### src/rtl/uart_msg_sequencer.sv
// Feeds a fixed ASCII message, one byte per frame, into async_transmitter
// through its start/busy handshake; one message per trigger pulse.
module uart_msg_sequencer #(
  parameter int                   MSG_LEN     = 8,
  parameter logic [8*MSG_LEN-1:0] MSG         = "Hello!..",
  parameter int                   GAP_CYCLES  = 0,
  parameter int                   ACK_TIMEOUT = 4
) (
  input  logic       clk,
  input  logic       rst,
  input  logic       trigger,
  input  logic       tx_busy,
  output logic       tx_start,
  output logic [7:0] tx_data,
  output logic       busy,
  output logic       done,
  output logic [4:0] char_idx
);

  typedef enum logic [2:0] {
    IDLE,
    LOAD,
    START,
    WAIT_ACK,
    WAIT_DONE,
    GAP
  } state_t;

  localparam logic [4:0]  LAST_IDX = 5'(MSG_LEN - 1);
  localparam logic [15:0] ACK_LAST = 16'(ACK_TIMEOUT - 1);
  localparam logic [15:0] GAP_LAST = 16'(GAP_CYCLES - 1);

  state_t      state;
  logic        pending;
  logic [15:0] cnt;

  // Full 32-entry table so the 5-bit index selects without width tricks.
  logic [7:0] chars [32];

  for (genvar g = 0; g < 32; g++) begin : g_chars
    if (g < MSG_LEN) begin : g_used
      assign chars[g] = MSG[8*(MSG_LEN-g)-1 -: 8];
    end else begin : g_pad
      assign chars[g] = 8'h00;
    end
  end

  always_ff @(posedge clk) begin
    if (rst) begin
      state    <= IDLE;
      tx_start <= 1'b0;
      tx_data  <= 8'h00;
      busy     <= 1'b0;
      done     <= 1'b0;
      char_idx <= 5'd0;
      pending  <= 1'b0;
      cnt      <= 16'd0;
    end else begin
      tx_start <= 1'b0;
      done     <= 1'b0;
      if (state != IDLE && trigger)
        pending <= 1'b1;
      unique case (state)
        IDLE: begin
          if (trigger || pending) begin
            state    <= LOAD;
            busy     <= 1'b1;
            char_idx <= 5'd0;
            pending  <= 1'b0;
          end
        end
        LOAD: begin
          tx_data <= chars[char_idx];
          if (!tx_busy) begin
            state    <= START;
            tx_start <= 1'b1;
          end
        end
        START: begin
          state <= WAIT_ACK;
          cnt   <= 16'd0;
        end
        WAIT_ACK: begin
          if (tx_busy)
            state <= WAIT_DONE;
          else if (cnt == ACK_LAST)
            state <= LOAD;
          else
            cnt <= cnt + 16'd1;
        end
        WAIT_DONE: begin
          if (!tx_busy) begin
            if (char_idx == LAST_IDX) begin
              state    <= IDLE;
              done     <= 1'b1;
              busy     <= 1'b0;
              char_idx <= 5'd0;
            end else begin
              char_idx <= char_idx + 5'd1;
              cnt      <= 16'd0;
              state    <= (GAP_CYCLES > 0) ? GAP : LOAD;
            end
          end
        end
        GAP: begin
          if (cnt == GAP_LAST)
            state <= LOAD;
          else
            cnt <= cnt + 16'd1;
        end
        default: state <= IDLE;
      endcase
    end
  end

endmodule

### config.mk
export PLATFORM = sky130hd
export DESIGN_NAME = uart_msg_sequencer
export DESIGN_NICKNAME = d
export VERILOG_FILES = /design/src/rtl/uart_msg_sequencer.sv
export SDC_FILE = /design/constraint.sdc
export NUM_CORES = 1
export LEC_CHECK = 0
export ABC_CLOCK_PERIOD_IN_PS = 1740
export CORE_UTILIZATION = 57
export CTS_CLUSTER_SIZE = 14
export DETAILED_ROUTE_END_ITERATION = 8
export DONT_BUFFER_PORTS = 1
export PLACE_DENSITY_LB_ADDON = 0.15
export SLEW_MARGIN = 25
export SYNTH_ARGS = -nofsm -noshare
export SYNTH_HDL_FRONTEND = slang
export SYNTH_SLANG_ARGS = --single-unit
### constraint.sdc
create_clock -name clk -period 1.74 [get_ports clk]
set_input_delay 0.174 -clock clk [delete_from_list [all_inputs] [get_ports clk]]
set_output_delay 0.174 -clock clk [all_outputs]
set_load 0.1 [all_outputs]
==> run_results.csv <==
group,metric,value,unit
clock_tree,clock-sinks,34,
status,status,"finished, violations left",
setup_path,startpoint_type,"register",
finish,layout_commonest_cell,"buf_4",
finish,nFillCells,196,
setup_path,cpMaxStageDelayCell,"dfxtp_1",
setup_path,worstPathRequired,2030,ps
drt,dr_total_vias,2212,
sta,whs,12.92,ps
finish,antenna_cells,0,
logic_synthesis,ys_seq_area_share,33.48,%
drt,finalWirelength,6703,um
drt,dr.pass1.iters,5,
finish,nets,310,
finish,post-route-util,83.20,%
setup_path,timing.rr.start,"cnt[3]",
clock_tree,ctsRootBufferMaster,"clkbuf_4",
drt,drc,0,
drt,avgViaCountPerCell,6.356,
finish,fin_cells,348,
power_and_ir_drop,p_seq_share,40.8,%
clock_tree,h-tree-depth,2,
setup_path,cpMostUsedCell,"buf_4",
power_and_ir_drop,vdd_drop_max,540.7,uV
drt,postRouteAntennaNets,0,
global_route,use_met2,54.53,%
power_and_ir_drop,cellPowerDensity,772.8,nW/um^2
place,hpwl,3874,um
sta,rsz0062_at_grt,"true",
setup_path,cp_num_buf_inv,2,
global_route,top_usage_layer,"met2",
power_and_ir_drop,switchingPower,776.2,uW
setup_path,cp-end-kind,"register",
global_route,grt_max_degree,16,
clock_tree,cts_tree,"built",
power_and_ir_drop,power.total,2.180,mW
clock_tree,cts_buffers,5,
sta,worstMarginPinSlew,582.5,ps
logic_synthesis,async_flop_share,0,%
global_route,grt_usage,33.04,%
finish,area_delta_synth_final,38.71,%
power_and_ir_drop,internal_power,1.403,mW
sta,post-route-worst-setup-slack,-15.98,ps
sta,skew,13.77,ps
logic_synthesis,syn_area,2033,sq um
logic_synthesis,synth_edf_count,0,
setup_path,path_max_fanout,5,
logic_synthesis,synthFlopType,"dfxtp_1",
power_and_ir_drop,clkPwrFrac,28.4,%
global_route,antenna_found_initial,0,
floorplan,die_w,61.73,um
sta,final_hold_viol_count,0,
logic_synthesis,synth_cell_types,48,
place,dpl-instance-area,2487,sq um
global_route,grt-ovfl-total,0,
hold_path,worstHoldStart,"rst",
setup_path,worstPathCellList,"buf_4, nand4_1, nor4_2, buf_4, and3_1, o2111ai_1, o21ai_1",
power_and_ir_drop,p_leak,1.116,nW
clock_tree,clk_pin_slew,130,ps
global_route,use_met3,7.246,%
floorplan,io_pins,20,
clock_tree,clk_latency,370,ps
sta,slew_viol_final,0,
floorplan,coreArea,3390,sq um
sta,layout_min_cycle_time,1756,ps
drt,drt_iter0_drc,206,
drt,wl_per_cell,19.26,um
finish,most-common-layout-cells,"buf_4 (63), inv_1 (23), nor2_1 (17), dfxtp_1 (17), nand2_1 (14)",
logic_synthesis,synth.avg_cell_area,8.472,sq um
place,gp_congestion,0.9458,
logic_synthesis,ys_warn_count,0,
setup_path,worstSetupPathType,"reg -> reg",
sta,finalSetupViolCount,3,
sta,relSlewSlack,61.04,%
setup_path,max_stage_delay,410,ps
run,drv_cap,0,
global_route,grt_pass1_wl,9052,um
logic_synthesis,postSynthCellCount,240,
logic_synthesis,ys_ff_latch,34,
global_route,grt_pass1_vias,1914,
setup_path,crit_family,"simple AND/OR/NAND/NOR gates",
sta,finalSetupTns,-29.17,ps
floorplan,start_util,59.99,%
status,violations,"negative setup slack",
floorplan,dieArea,3810,sq um
floorplan,rows,21,
place,pre_cts_ws,-320.9,ps
place,place_inst,328,
setup_path,startpoint,"cnt[3]",
sta,min_period_over_period,100.9,%
finish,stdcell_area,2820,sq um
floorplan,die_h,61.73,um
finish,drive_gt1_share,43.71,%
global_route,use_met1,41.80,%
clock_tree,clockBufferDepth,2,
power_and_ir_drop,comb_power_share,30.9,%
hold_path,hold_path_class,"in -> reg",
sta,clock.fmax,569.5,MHz
place,port_buffers,0,
power_and_ir_drop,swShare,35.61,%
setup_path,arrival,2050,ps
## cell families after synthesis
kind of cell,Yosys count,share of synthesized area (%)
xor gates and xnor gates,3,1.293
DFF,34,33.48
AOI/OAI and AO/OA,71,28.62
adders and majority gates,5,3.077
muxes,3,1.538
and+or+nand+nor,85,23.26
other,1,0.1844
buffers and inverters,38,8.554
## state kept, by name, indices dropped and copies added (netlist names)
name	flops
tx_data	6
char_idx	5
cnt	16
pending	1
tx_start	1
done	1
busy	1
state	3
## Yosys cell counts, types with 2 or more instances
cell       number  area, sq um
buf_2           4        20.02
and4_1          2        17.52
a21oi_1         9        45.04
nand2b_1        3        18.77
nor3_1         10        50.05
nor2b_1         3        18.77
a2bb2oi_1       3        26.28
a22oi_1         2        15.01
a2bb2oi_2      11        165.2
clkbuf_1        4        15.01
and3_1          7        43.79
a21o_1          3        22.52
buf_6           2        22.52
o211ai_1        7        52.55
nand2_1        14        52.55
and4bb_1        2        25.02
mux2i_1         2        20.02
buf_4           3        22.52
buf_1           2        7.510
nand4_1         5        31.28
o211ai_2        2        25.02
ha_1            5        62.56
xor2_1          2        17.52
nand3_1         8        40.04
o21ai_0        13        65.06
o21ai_1         9        45.04
nor4_1          7        43.79
dfxtp_1        34        680.7
o2111ai_1       3        26.28
nor2_1         18        67.56
a31oi_1         2        12.51
inv_1          23        86.33
## metal layers
layer  vias to the layer above  part of all wire, %
met5                         -                    0
met4                         0                  3.5
met3                        25                  8.9
met2                       117                   47
met1                      1074                   40
li1                        996                    -
## path summary, 6_finish.rpt
path,to,slack [ps],depth (start not counted)
worst min register to register,tx_data[2],470,2
worst max register to register,cnt[15],-20,7
worst min-delay path,cnt[6],10,3
worst max-delay path,cnt[15],-20,7
## power groups by stage
stage / clock, mW / combinational [mW] / sequential (mW)
after detailed placement: 0 / 0.607 / 0.895
after global routing: 0.662 / 0.709 / 0.895
after floorplan: 0 / 0.297 / 1.03
final: 0.619 / 0.673 / 0.888
after CTS: 0.612 / 0.635 / 0.879
after global placement: 0 / 0.588 / 0.891
## worst reg2reg max path: cells and delay by family, from the launching register on
family	cells	cell delay (ps)
simple gates	3	740
compound gates	2	220
buf+inv	2	320
flops	1	410
## layout make-up
type	instances	area [sq um]	share of cell area, %
inverter	23	86.33	3.061
multi-input combinational	170	1349	47.83
clock inverter	3	45.04	1.597
sequential	34	716.9	25.42
clock buffer	5	37.54	1.331
timing repair buffer	67	528.0	18.72
tap	46	57.56	2.041
## repair_timing
action,CTS,global route
resized for setup,11,26
pin swaps,1,12
gates cloned,1,0
hold endpoints to repair,14,0
hold buffers,2,0
endpoints found under the setup margin,15,23
buffers inserted,1,8
Power figures use the tool's default switching activity.
